===== src/rtl/avalon_arbiter.sv =====
// -----------------------------------------------------------------------------
// avalon_arbiter
//
// Two-master to one-slave Avalon-MM arbiter. The instruction master (i_*) and
// the data master (d_*) share a single slave (s_*). Exactly one slave
// transaction is in flight at a time. Contention is resolved round-robin
// against the master that owned the previous transaction.
//
// Each transaction walks IDLE -> ISSUE -> WAIT -> DONE -> IDLE:
//   IDLE  : arbitrate and latch the winner's request into the s_* registers
//   ISSUE : one cycle with the command presented; the slave's waitrequest is
//           not valid yet, so it is ignored here
//   WAIT  : hold s_* until the slave drops waitrequest, then capture readdata
//   DONE  : the owner sees waitrequest low for one cycle; the slave sees a
//           guaranteed idle cycle
//
// Parameters
//   RESET_LAST_GRANT : master treated as last-granted after reset
//                      (0 = instruction, 1 = data)
//
// Ports
//   clk, reset                       : clock, synchronous active-high reset
//   i_address/byteenable/read/write/writedata : instruction-master request
//   i_waitrequest, i_readdata        : instruction-master response
//   d_address/byteenable/read/write/writedata : data-master request
//   d_waitrequest, d_readdata        : data-master response
//   s_address/byteenable/read/write/writedata : registered slave request
//   s_waitrequest, s_readdata        : slave response
//   grant                            : owner of current/last transaction
//   busy                             : high whenever the FSM is not in IDLE
// -----------------------------------------------------------------------------
module avalon_arbiter #(
    parameter bit RESET_LAST_GRANT = 1'b0
) (
    input  logic        clk,
    input  logic        reset,

    input  logic [31:0] i_address,
    input  logic [3:0]  i_byteenable,
    input  logic        i_read,
    input  logic        i_write,
    input  logic [31:0] i_writedata,
    output logic        i_waitrequest,
    output logic [31:0] i_readdata,

    input  logic [31:0] d_address,
    input  logic [3:0]  d_byteenable,
    input  logic        d_read,
    input  logic        d_write,
    input  logic [31:0] d_writedata,
    output logic        d_waitrequest,
    output logic [31:0] d_readdata,

    output logic [31:0] s_address,
    output logic [3:0]  s_byteenable,
    output logic        s_read,
    output logic        s_write,
    output logic [31:0] s_writedata,
    input  logic        s_waitrequest,
    input  logic [31:0] s_readdata,

    output logic        grant,
    output logic        busy
);

    typedef enum logic [1:0] {
        IDLE  = 2'd0,
        ISSUE = 2'd1,
        WAIT  = 2'd2,
        DONE  = 2'd3
    } state_t;

    state_t      state_q, state_d;
    // grant_q doubles as last_grant: it names the owner of the current or
    // most recent transaction, which is exactly what round-robin needs.
    logic        grant_q, grant_d;
    logic [31:0] s_address_q, s_address_d;
    logic [3:0]  s_byteenable_q, s_byteenable_d;
    logic        s_read_q, s_read_d;
    logic        s_write_q, s_write_d;
    logic [31:0] s_writedata_q, s_writedata_d;
    logic [31:0] i_readdata_q, i_readdata_d;
    logic [31:0] d_readdata_q, d_readdata_d;

    logic i_req;
    logic d_req;
    logic sel;      // arbitration winner in IDLE: 0 = instruction, 1 = data

    assign i_req = i_read | i_write;
    assign d_req = d_read | d_write;

    always_comb begin
        state_d        = state_q;
        grant_d        = grant_q;
        s_address_d    = s_address_q;
        s_byteenable_d = s_byteenable_q;
        s_read_d       = s_read_q;
        s_write_d      = s_write_q;
        s_writedata_d  = s_writedata_q;
        i_readdata_d   = i_readdata_q;
        d_readdata_d   = d_readdata_q;
        sel            = 1'b0;

        case (state_q)
            IDLE: begin
                if (i_req || d_req) begin
                    // Contention goes to whichever master did not own the
                    // previous transaction.
                    sel            = (i_req && d_req) ? ~grant_q : d_req;
                    grant_d        = sel;
                    s_address_d    = sel ? d_address    : i_address;
                    s_byteenable_d = sel ? d_byteenable : i_byteenable;
                    s_writedata_d  = sel ? d_writedata  : i_writedata;
                    // read wins when a master raises both strobes
                    s_read_d       = sel ? d_read : i_read;
                    s_write_d      = sel ? (d_write & ~d_read) : (i_write & ~i_read);
                    state_d        = ISSUE;
                end
            end
            ISSUE: begin
                state_d = WAIT;
            end
            WAIT: begin
                if (!s_waitrequest) begin
                    if (s_read_q) begin
                        if (grant_q) d_readdata_d = s_readdata;
                        else         i_readdata_d = s_readdata;
                    end
                    s_read_d  = 1'b0;
                    s_write_d = 1'b0;
                    state_d   = DONE;
                end
            end
            DONE: begin
                state_d = IDLE;
            end
            default: begin
                state_d = IDLE;
            end
        endcase
    end

    always_ff @(posedge clk) begin
        if (reset) begin
            state_q        <= IDLE;
            grant_q        <= RESET_LAST_GRANT;
            s_address_q    <= 32'd0;
            s_byteenable_q <= 4'd0;
            s_read_q       <= 1'b0;
            s_write_q      <= 1'b0;
            s_writedata_q  <= 32'd0;
            i_readdata_q   <= 32'd0;
            d_readdata_q   <= 32'd0;
        end else begin
            state_q        <= state_d;
            grant_q        <= grant_d;
            s_address_q    <= s_address_d;
            s_byteenable_q <= s_byteenable_d;
            s_read_q       <= s_read_d;
            s_write_q      <= s_write_d;
            s_writedata_q  <= s_writedata_d;
            i_readdata_q   <= i_readdata_d;
            d_readdata_q   <= d_readdata_d;
        end
    end

    // A master is stalled while it requests, except during its own DONE cycle.
    assign i_waitrequest = i_req && !((state_q == DONE) && (grant_q == 1'b0));
    assign d_waitrequest = d_req && !((state_q == DONE) && (grant_q == 1'b1));

    assign s_address    = s_address_q;
    assign s_byteenable = s_byteenable_q;
    assign s_read       = s_read_q;
    assign s_write      = s_write_q;
    assign s_writedata  = s_writedata_q;
    assign i_readdata   = i_readdata_q;
    assign d_readdata   = d_readdata_q;
    assign grant        = grant_q;
    assign busy         = (state_q != IDLE);

endmodule


===== config.mk =====
export PLATFORM = sky130hd
export DESIGN_NAME = avalon_arbiter
export DESIGN_NICKNAME = d
export VERILOG_FILES = /design/src/rtl/avalon_arbiter.sv
export SDC_FILE = /design/constraint.sdc
export NUM_CORES = 1
export LEC_CHECK = 0
export BUFFER_PORTS_ARGS = -buffer_cell sky130_fd_sc_hd__buf_4
export CELL_PAD_IN_SITES_DETAIL_PLACEMENT = 0
export CELL_PAD_IN_SITES_GLOBAL_PLACEMENT = 2
export CORE_MARGIN = 2
export CORE_UTILIZATION = 21
export DETAILED_ROUTE_END_ITERATION = 8
export PLACE_DENSITY = 0.82
export SLEW_MARGIN = 20
export SYNTH_ARGS = -nofsm -noshare
export SYNTH_HDL_FRONTEND = slang
export SYNTH_SLANG_ARGS = --single-unit

===== constraint.sdc =====
create_clock -name clk -period 1.59 [get_ports clk]
set_clock_uncertainty 0.2 [all_clocks]
set_input_delay 0.318 -clock clk [delete_from_list [all_inputs] [get_ports clk]]
set_output_delay 0.318 -clock clk [all_outputs]
set_load 0.02 [all_outputs]

==> impl_metrics.csv <==
group,metric,value,unit
outcome,status,"complete, but fails checks",
outcome,failed_checks,"setup timing",
synthesis,synth_seq_cells,137,
power,comb_power_share,52.2,%
synthesis,avgSynthCellArea,7.97,um^2
floorplan,ioPinCount,313,
synthesis,syn-instance-count,720,
synthesis,ys_types,38,
floorplan,coreArea,0.0269,mm^2
worst_setup_path,worst-path-max-fanout,4,
clock_network,cts_buffers,17,
route,routed_wl,29.2,mm
power,sw_frac_of_total,39.0,%
grt,grt_pass1_wl,40.6,mm
worst_setup_path,endpoint_kind,"register",
synthesis,ys_seq_area_share,47.8,%
power,seqPwrFrac,25.7,%
hold_path,worstHoldPathType,"in2reg",
synthesis,syn_area,0.00574,mm^2
grt,antenna_found_initial,1,
timing,min_period_over_period,114,%
power,clockPowerShare,22.1,%
timing,rsz0062_at_grt,"true",
finish,drive_above_1_share,48.2,%
power,intPower,11.8,mW
synthesis,synth_enable_flop_cells,0,
synthesis,async_reset_ff_share,0,%
placement,place_hpwl,16.5,mm
floorplan,fp.dieH,169,um
timing,fin_crit,1.82,ns
power,power,19.3,mW
timing,fmax,550,MHz
finish,multi_input_comb_area,0.00332,mm^2
grt,grt_max_degree,72,
power,switchingPower,7.52,mW
placement,dp.cells,1346,
timing,hold_slack,0.0116,ns
finish,final_core_util,44.9,%
route,drt_iter0_drc,321,
floorplan,start_util,21.3,%
route,post_drt_wl_per_cell,18.8,um
finish,final_cells,1551,
synthesis,yosys-top-cells-count,"dfxtp_1, nand2_1, a21oi_1, o21ai_0, a31oi_1",
floorplan,fp.dieW,169,um
clock_network,cts.path.max_buffers,2,
floorplan,die_area,0.0287,mm^2
synthesis,yosys_warnings,0,
worst_setup_path,cp.arrival,1.94,ns
worst_setup_path,path_class,"reg2reg",
synthesis,synth_area_leaders,"dfxtp_1, a21oi_1, o21ai_0",
power,p_leak,4.91,nW
finish,ff_latch_area,0.00275,mm^2
finish,layout-area-overhead-vs-synth,110,%
job,drv_cap,0,
route,final_antenna_net_count,0,
finish,nNetsFinal,1374,
synthesis,syn_nets,898,
grt,grtUsageTotal,18.0,%
timing,setup_slack,-0.228,ns
timing,setup_viol_count_final,136,
timing,maxSlewViolCount,0,
synthesis,synthFlopType,"dfxtp_1",
clock_network,clkTransAtPathRegs,0.06,ns
floorplan,num_rows,60,
worst_setup_path,critPathRequiredTime,1.71,ns
route,vias_per_cell,4.78,
clock_network,cts_max_level,4,
clock_network,cts_tree,"done",
grt,grt_pass1_vias,7314,
clock_network,root_buffer,"clkbuf_16",
synthesis,post-synth-top-area-fraction,47.8,%
clock_network,clock_latency,0.41,ns
clock_network,cts_sinks,137,
synthesis,synth_most_common_cell,"dfxtp_1",
placement,io_buffers,312,
power,vdd_ir_drop_max,0.822,mV
power,powerDensity,1600,mW/mm^2
route,drcViolationCount,0,
synthesis,yosysTopAreaCell,"dfxtp_1",
placement,globalplace.congestion,0.775,
timing,max_slew_margin,68.5,%
route,drtPass1Iterations,5,
grt,gr-total-overflow,0,
placement,pre_cts_ws,-0.242,ns
timing,worst_pin_slew,0.472,ns
worst_setup_path,cp-start-kind,"register",
finish,fill_cells,2616,
route,dr_total_vias,7413,
timing,final_hold_viol_count,0,
[registers in the layout, summed over array words and instances, names as in the netlist]
| signal | flops |
|---|---|
| i_readdata | 32 |
| s_read | 1 |
| s_write | 1 |
| s_writedata | 32 |
| s_byteenable | 4 |
| d_readdata | 32 |
| state_q | 2 |
| s_address | 32 |
| grant | 1 |
[cell type report]
cell class / count / share of cell area [%]
clock buffer: 20 / 3.70
timing repair buffer: 532 / 40.8
antenna: 1 / 0.0207
sequential: 137 / 22.8
tap: 341 / 3.54
multi-input combinational: 500 / 27.5
clock inverter: 12 / 1.36
inverter: 8 / 0.270
[worst max-delay path, cell delays in order, from the launching register on]
cell and delay (ns):
dfxtp_2 0.33, inv_2 0.07, ha_4 0.16, buf_6 0.10, o41ai_4 0.06, buf_4 0.15
or3_4 0.40, o32ai_4 0.26
[path summary, 6_finish.rpt]
path | start | end | slack [ns] | cells after the start
worst max-delay path | state_q[0] | s_read | -0.23 | 7
worst min-delay path | d_writedata[16] | s_writedata[16] | 0.01 | 3
worst min register to register | d_readdata[11] | d_readdata[11] | 0.25 | 2
worst max register to register | state_q[0] | s_read | -0.23 | 7
[layout by cell type (no fill, tap or decap), types with 2 or more instances in the layout]
cell           count
dfxtp_1          133
nand2_2           12
buf_6             19
nand2_4            2
a31oi_4            4
inv_6              3
nor2_2             4
ha_4               3
nor2_4             6
dlygate4sd3_1    133
inv_1              5
a31oi_2            9
a311oi_2          11
o21ai_0           73
a21oi_2           38
dfxtp_2            2
o21ai_4            8
nor2_1             3
o21ai_2           40
nand2_1          119
inv_2              2
buf_16             9
clkbuf_1           2
nand3_1           12
a21oi_1           87
bufinv_16          3
clkbuf_16         24
clkinv_4           4
buf_4            345
buf_12            15
o21ai_1            5
dfxtp_4            2
buf_8              4
a31oi_1           44
[power by group through the flow]
stage          clock network [mW]  logic (mW)  registers [mW]
6_report                     4.25        10.1            4.95
5_1_grt                      4.48        10.6            5.05
4_1_cts                      4.36        8.91            4.85
3_5_place_dp                    0        6.31            4.79
3_3_place_gp                    0        6.32            4.80
2_1_floorplan                   0        2.57            5.67
[stage by stage]
step	TNS, ns	cell area, um^2
after floorplan	-0.325	5760
after global placement	-13.64	8740
after detailed placement	-15.33	8740
after CTS	-13.34	11300
after global routing	-21.01	12100
final	-13.03	12100
[timing repair]
item / 4_1_cts / 5_1_grt
pin swaps: 24 / 14
cloned: 10 / 12
endpoints found under the hold margin: 126 / 0
hold buffers: 133 / 0
endpoints found under the setup margin: 108 / 140
resized for setup: 119 / 129
buffers inserted: 11 / 13
[routing by layer]
metal,share of wire (%),routed length (um),track usage (%),up-vias
met5,0,0,0,-
met4,3.2,924,7.66,0
met2,49,14200,30.2,303
met3,6.7,1960,5.11,43
li1,-,-,-,3529
met1,42,12100,21.6,3538
[cell families after synthesis]
group           Yosys count  share of synthesized area (%)
flops                   137                           47.8
buf+inv                  83                           6.48
mux                       1                          0.174
compound gates          328                           32.8
simple gates            168                           12.0
fa+ha+maj                 3                          0.654
No activity file was read; power rests on OpenSTA's default activity.
